`config.mk`:
```
export PLATFORM = sky130hd
export DESIGN_NAME = sprite_cmd_encoder
export DESIGN_NICKNAME = d
export VERILOG_FILES = /design/src/rtl/sprite_cmd_encoder.sv
export SDC_FILE = /design/constraint.sdc
export NUM_CORES = 1
export LEC_CHECK = 0
export BUFFER_PORTS_ARGS = -buffer_cell sky130_fd_sc_hd__buf_2
export CAP_MARGIN = 15
export CORE_AREA = 3 3 147 256
export DETAILED_ROUTE_END_ITERATION = 12
export DIE_AREA = 0 0 150 259
export HOLD_SLACK_MARGIN = 0.05
export PLACE_DENSITY = 0.66
export SLEW_MARGIN = 25
export SYNTH_ARGS = -nofsm -noshare
export SYNTH_HDL_FRONTEND = slang
export SYNTH_SLANG_ARGS = --single-unit
```
`constraint.sdc`:
```
create_clock -name clk -period 9.1 [get_ports clk]
set_input_delay 2.73 -clock clk [delete_from_list [all_inputs] [get_ports clk]]
set_output_delay 2.73 -clock clk [all_outputs]
set_load 0.1 [all_outputs]
```
`src/rtl/sprite_cmd_encoder.sv`:
```
// sprite_cmd_encoder: buffers sprite update requests in a small FIFO and
// serialises each into four writedata words (attribute, X, Y, shift) aimed
// at the back buffer. Emits a flush/swap word after each frame_sync.
// Optional build macro: SPRITE_CMD_STATS_EN adds frame_count/overrun_count.
module sprite_cmd_encoder #(
    parameter int unsigned FIFO_DEPTH = 8,
    parameter logic [3:0]  INFO_WRITE = 4'b0001,
    parameter logic [3:0]  INFO_FLUSH = 4'b1111
) (
    input  logic        clk,
    input  logic        reset,
    input  logic        req_valid,
    output logic        req_ready,
    input  logic [5:0]  req_sub_comp,
    input  logic [4:0]  req_child,
    input  logic        req_visible,
    input  logic        req_flip,
    input  logic [4:0]  req_pattern,
    input  logic [9:0]  req_x,
    input  logic [9:0]  req_y,
    input  logic [9:0]  req_shift,
    input  logic        frame_sync,
    output logic [31:0] writedata,
    output logic        front_buf,
    output logic        busy
`ifdef SPRITE_CMD_STATS_EN
    ,
    output logic [15:0] frame_count,
    output logic [15:0] overrun_count
`endif
);

    localparam int unsigned AW      = $clog2(FIFO_DEPTH);
    localparam int unsigned ENTRY_W = 48;
    localparam logic [AW:0] DEPTH_CNT = (AW + 1)'(FIFO_DEPTH);

    typedef enum logic [2:0] {IDLE, ATTR, XPOS, YPOS, SHIFT, FLUSH} state_t;

    state_t               state, state_n;
    logic [ENTRY_W-1:0]   mem [FIFO_DEPTH];
    logic [ENTRY_W-1:0]   cur_req;
    logic [AW-1:0]        wr_ptr, rd_ptr;
    logic [AW:0]          count;
    logic                 rdy_en;
    logic                 flush_pend, flush_pend_n;
    logic                 push, pop, empty, full;
    logic                 enter_flush, overrun;
    logic [31:0]          word_n;
    logic                 pp;

    logic [5:0] c_sub;
    logic [4:0] c_child;
    logic       c_vis, c_flip;
    logic [4:0] c_pat;
    logic [9:0] c_x, c_y, c_shift;

    assign {c_sub, c_child, c_vis, c_flip, c_pat, c_x, c_y, c_shift} = cur_req;

    assign empty     = (count == '0);
    assign full      = (count == DEPTH_CNT);
    assign req_ready = rdy_en & ~full;
    assign push      = req_valid & req_ready;
    assign pp        = ~front_buf;
    assign busy      = ~empty | (state != IDLE) | flush_pend;

    // Ready is held low through reset and for the reset cycle itself.
    always_ff @(posedge clk) begin
        rdy_en <= ~reset;
    end

    // FIFO storage; written only on accepted requests.
    always_ff @(posedge clk) begin
        if (push)
            mem[wr_ptr] <= {req_sub_comp, req_child, req_visible, req_flip,
                            req_pattern, req_x, req_y, req_shift};
    end

    // FIFO pointers and occupancy; a popped entry is latched for the burst.
    always_ff @(posedge clk) begin
        if (reset) begin
            wr_ptr  <= '0;
            rd_ptr  <= '0;
            count   <= '0;
            cur_req <= '0;
        end else begin
            if (push)
                wr_ptr <= wr_ptr + 1'b1;
            if (pop) begin
                rd_ptr  <= rd_ptr + 1'b1;
                cur_req <= mem[rd_ptr];
            end
            case ({push, pop})
                2'b10:   count <= count + 1'b1;
                2'b01:   count <= count - 1'b1;
                default: count <= count;
            endcase
        end
    end

    // Next-state selection: flush first, then a new burst, else idle.
    always_comb begin
        state_n = state;
        pop     = 1'b0;
        case (state)
            IDLE, SHIFT: begin
                if (flush_pend) begin
                    state_n = FLUSH;
                end else if (!empty) begin
                    state_n = ATTR;
                    pop     = 1'b1;
                end else begin
                    state_n = IDLE;
                end
            end
            ATTR:  state_n = XPOS;
            XPOS:  state_n = YPOS;
            YPOS:  state_n = SHIFT;
            FLUSH: begin
                if (!empty) begin
                    state_n = ATTR;
                    pop     = 1'b1;
                end else begin
                    state_n = IDLE;
                end
            end
            default: state_n = IDLE;
        endcase
    end

    // Flush-pending bookkeeping; a frame_sync on FLUSH entry starts a new request.
    always_comb begin
        enter_flush  = (state_n == FLUSH);
        overrun      = frame_sync & flush_pend & ~enter_flush;
        flush_pend_n = (flush_pend & ~enter_flush) | frame_sync;
    end

    // Word for the current state; registered next edge so each lasts one cycle.
    always_comb begin
        word_n = '0;
        case (state)
            ATTR:  word_n = {c_sub, c_child, INFO_WRITE, 3'b001, pp,
                             c_vis, c_flip, 6'b0, c_pat};
            XPOS:  word_n = {c_sub, c_child, INFO_WRITE, 3'b010, pp, 3'b0, c_x};
            YPOS:  word_n = {c_sub, c_child, INFO_WRITE, 3'b011, pp, 3'b0, c_y};
            SHIFT: word_n = {c_sub, c_child, INFO_WRITE, 3'b100, pp, 3'b0, c_shift};
            FLUSH: word_n = {11'b0, INFO_FLUSH, 3'b000, pp, 13'b0};
            default: word_n = '0;
        endcase
    end

    // State, output word and buffer-select registers.
    always_ff @(posedge clk) begin
        if (reset) begin
            state      <= IDLE;
            writedata  <= '0;
            front_buf  <= 1'b0;
            flush_pend <= 1'b0;
        end else begin
            state      <= state_n;
            writedata  <= word_n;
            flush_pend <= flush_pend_n;
            if (state == FLUSH)
                front_buf <= ~front_buf;
        end
    end

`ifdef SPRITE_CMD_STATS_EN
    // Saturating flush and coalesced-frame_sync counters.
    always_ff @(posedge clk) begin
        if (reset) begin
            frame_count   <= '0;
            overrun_count <= '0;
        end else begin
            if (state == FLUSH && frame_count != '1)
                frame_count <= frame_count + 1'b1;
            if (overrun && overrun_count != '1)
                overrun_count <= overrun_count + 1'b1;
        end
    end
`endif

endmodule

```
==> impl_results.rst <==
.. list-table::
   :header-rows: 1

   * - Metric
     - Value
   * - Outcome
     - completed
   * - Final-report max-slew violation count
     - 0
   * - Wire length per cell
     - ~23 um
   * - Pre-CTS setup slack
     - between 4000 and 5000 ps
   * - Largest incremental delay on the critical path
     - 740 ps
   * - Kind of path behind the tightest hold check
     - flop to flop
   * - Die area
     - approximately 0.039 sq mm
   * - Arrival @ worst endpoint
     - 1990 ps
   * - Cell chosen for the clock root
     - sky130_fd_sc_hd__clkbuf_16
   * - GRT Util Overall
     - 0.1825
   * - Net Switching
     - about 0.0015 W
   * - Clock tree from TritonCTS
     - done
   * - CP max FO
     - 20
   * - Internal
     - around 0.0039 W
   * - # placed instances
     - around 1,400
   * - Maxcap violations
     - 0
   * - Static leakage power
     - between 6 and 7 nW
   * - Mean post-synth cell area
     - around 19 sq um
   * - Fin cells
     - 1,509
   * - I/O pin count
     - a little under 90
   * - Worst slack on hold paths
     - 456.3 ps
   * - Chip height
     - between 200 and 300 um
   * - Share of total power in combinational logic
     - 0.178
   * - Global placement routability congestion
     - a little under 0.8
   * - RSZ-0062 raised after global routing
     - false
   * - Num rows
     - slightly above 90
   * - Power density cells
     - 269.1 mW/mm^2
   * - Clock network latency to the later pin of the worst-skew pair
     - 540 ps
   * - Minimum period implied by the final worst setup slack
     - approximately 4700 ps
   * - Clock network fraction of design power
     - 0.322
   * - Number of filler instances in the final layout
     - ~2,800
   * - Total standard cell area after synthesis
     - 0.01774 sq mm
   * - Cts bufs inserted
     - between 40 and 50
   * - Count of antenna-violating nets left after detailed routing
     - 0
   * - Port-buffer cells
     - 85
   * - Clock-pin slew on the worst setup and hold paths
     - roughly 60 ps
   * - H-tree depth
     - 2
   * - DRC viols
     - 0
   * - Count of yosys warnings during synthesis
     - 0
   * - Starting utilization of the core area
     - 0.4938
   * - Final #Nets
     - around 1,100
   * - Post-layout instance area
     - between 0.015 and 0.02 sq mm
   * - Vias per cell
     - 5.660
   * - Post CTS Setup Buffer Count
     - 0
   * - Clk_skew
     - approximately 14 ps
   * - Total via count in the routed design
     - 8,541
   * - Number of distinct library cells after synthesis
     - 39
   * - Part of the cycle the worst path needs
     - 0.5188
   * - Area of the core region
     - about 0.036 sq mm
   * - Max VDD drop
     - approximately 0.15 mV
   * - Cell area reported after detailed placement
     - about 0.019 sq mm
   * - Number of instances in the synthesized netlist
     - roughly 900
   * - Area growth from synthesis to final layout
     - 12.55%
   * - Critical setup path kind
     - flop to output port
   * - Cell-by-cell listing of the critical path
     - nor3_1 -> nand2_1 -> buf_2
   * - Number of antenna violations at the first check in global routing
     - 2
   * - Largest net degree at the start of global routing
     - 100
   * - Top achievable clock speed
     - 211.8 MHz
   * - Actual slew at the worst max-slew pin
     - approximately 1100 ps
   * - Layout cells sized above 1
     - 0.2659
   * - Via count of the first global-routing pass
     - approximately 9,000
   * - HPWL after detailed placement
     - approximately 19,000 um
   * - Remaining max-slew budget at the tightest pin
     - 0.2959
   * - Clock Sinks
     - approximately 480
   * - Sort of element at the start of the critical path
     - flop
   * - Wire length of the first global-routing pass
     - around 53,000 um
   * - Final TNS setup
     - 0 ps
   * - Sequential fraction of the synthesis area
     - 0.7551
   * - Die span in x
     - about 150 um
   * - Initial detailed-routing violation count
     - approximately 640
   * - Pre-Repair DR Iteration Count
     - 5
   * - Highest-delay cell along the critical path
     - sky130_fd_sc_hd__dfxtp_1
   * - Leading cell type in the layout, fill and taps excluded
     - sky130_fd_sc_hd__edfxtp_1
   * - Number of setup violations in the final report
     - 0
   * - Number of endpoints with negative hold slack in the final report
     - 0
   * - Syn nets
     - 980
   * - Switching share of power
     - 0.2798
   * - Most frequent cells in the layout
     - sky130_fd_sc_hd__edfxtp_1, sky130_fd_sc_hd__mux4_2, sky130_fd_sc_hd__dfxtp_1
   * - Total global routing overflow
     - 0
   * - Detailed-route wire length
     - 34,780 um
   * - Worst Setup End Kind
     - output port
   * - Post_cts resized
     - 0
   * - Final worst setup slack
     - about 4400 ps
   * - Flops & latches, synth
     - around 480
   * - Required time of the critical path
     - 6370 ps
   * - Part of the power in registers
     - 0.500
   * - Largest buffer count on any clock path
     - 3
   * - Post-cts hold buffer count
     - 0
-- Yosys cell counts --
cell | instances | area [sq um]
sky130_fd_sc_hd__buf_6 | 6 | 67.56
sky130_fd_sc_hd__a2bb2oi_1 | 5 | 43.79
sky130_fd_sc_hd__and2_1 | 12 | 75.07
sky130_fd_sc_hd__nor2_1 | 31 | 116.4
sky130_fd_sc_hd__nand4b_1 | 1 | 8.760
sky130_fd_sc_hd__nor4b_1 | 1 | 8.760
sky130_fd_sc_hd__and3_1 | 5 | 31.28
sky130_fd_sc_hd__xor2_1 | 4 | 35.03
sky130_fd_sc_hd__mux4_2 | 96 | 2162
sky130_fd_sc_hd__nor2b_1 | 5 | 31.28
sky130_fd_sc_hd__or3_1 | 1 | 6.260
sky130_fd_sc_hd__fa_1 | 1 | 20.02
sky130_fd_sc_hd__nand3b_1 | 2 | 15.01
sky130_fd_sc_hd__o22a_1 | 4 | 35.03
sky130_fd_sc_hd__o21ai_0 | 51 | 255.2
sky130_fd_sc_hd__conb_1 | 1 | 3.750
sky130_fd_sc_hd__nand2_1 | 7 | 26.28
sky130_fd_sc_hd__inv_1 | 9 | 33.78
sky130_fd_sc_hd__dfxtp_1 | 93 | 1862
sky130_fd_sc_hd__inv_4 | 1 | 6.260
sky130_fd_sc_hd__nand3_1 | 2 | 10.01
sky130_fd_sc_hd__edfxtp_1 | 384 | 11530
sky130_fd_sc_hd__xnor2_1 | 2 | 17.52
sky130_fd_sc_hd__nand2b_1 | 5 | 31.28
sky130_fd_sc_hd__buf_4 | 3 | 22.52
sky130_fd_sc_hd__o31ai_1 | 2 | 15.01
sky130_fd_sc_hd__clkbuf_1 | 27 | 101.4
sky130_fd_sc_hd__mux2_2 | 1 | 11.26
sky130_fd_sc_hd__nor3_1 | 6 | 30.03
sky130_fd_sc_hd__mux2i_1 | 53 | 530.5
sky130_fd_sc_hd__buf_2 | 20 | 100.1
sky130_fd_sc_hd__a22oi_1 | 10 | 75.07
sky130_fd_sc_hd__ha_1 | 5 | 62.56
sky130_fd_sc_hd__a21oi_1 | 60 | 300.3
sky130_fd_sc_hd__or2_2 | 1 | 6.260
sky130_fd_sc_hd__buf_1 | 2 | 7.510
sky130_fd_sc_hd__or4_1 | 1 | 7.510
sky130_fd_sc_hd__or4_4 | 1 | 11.26
sky130_fd_sc_hd__nand4_4 | 1 | 21.27
-- path summary, 6_finish.rpt --
path | start | to | slack [ps] | cells past startpoint
setup / recovery | state[0] | busy | 4380 | 3
hold / removal | front_buf | writedata[13] | 460 | 1
setup reg to reg | state[2] | count[3] | 5620 | 9
hold reg to reg | front_buf | writedata[13] | 460 | 1
-- flip-flops by register name, indices dropped and copies added, names as in the netlist --
register and count:
count 4, rdy_en 1, writedata 29, front_buf 1, rd_ptr 3, flush_pend 1
wr_ptr 3, cur_req 48, mem 384, state 3
-- metal layers --
layer	part of all wire	wire length, um	track usage
met5	0	0	0
met1	0.40	13860	0.2362
met3	0.039	1342	0.02498
met2	0.54	18610	0.3210
met4	0.028	964	0.05547
-- area by class of cell --
cell class | instances | area, sq um | area share
Clock inverter | 21 | 200.2 | 0.01003
Sequential cell | 477 | 13400 | 0.6715
Inverter | 10 | 40.04 | 0.002006
Multi-Input combinational cell | 377 | 4059 | 0.2033
Tap cell | 470 | 588.1 | 0.02946
Antenna cell | 1 | 2.502 | 0.0001254
Clock buffer | 54 | 1137 | 0.05698
Timing Repair Buffer | 99 | 530.5 | 0.02658
-- critical path: cells and delay by family, from the launching register on --
family / cells / cell delay [ps]
flip-flops: 1 / 740
buffers and inverters: 1 / 420
AND/OR/NAND/NOR: 2 / 290
-- power by group through the flow --
stage	clock (W)	combinational, W	sequential, W
finish	0.00173	0.000957	0.00268
global route	0.00185	0.00105	0.00271
detailed placement	0	0.000968	0.00273
global placement	0	0.000954	0.00273
floorplan	0	0.000721	0.00275
CTS	0.00177	0.000975	0.00269
-- kinds of logic (layout without fill, tap and decap cells) --
family | after synthesis | count (layout) | synth area share
other | 1 | 2 | 0.0002114
muxes | 150 | 150 | 0.1525
AOI/OAI and AO/OA | 132 | 132 | 0.04085
buffers and inverters | 68 | 184 | 0.01912
DFF | 477 | 477 | 0.7551
adders and majority gates | 6 | 6 | 0.004656
and+or+nand+nor | 82 | 82 | 0.02462
xor gates and xnor gates | 6 | 6 | 0.002963
-- per-stage QoR --
step | power, W | utilization
after floorplan | 0.003466 | -
after global routing | 0.005606 | 0.5558
after detailed placement | 0.003702 | 0.5185
after CTS | 0.005428 | 0.5557
after global placement | 0.003685 | 0.5185
final | 0.005371 | 0.5558
Power figures use the tool's default switching activity.
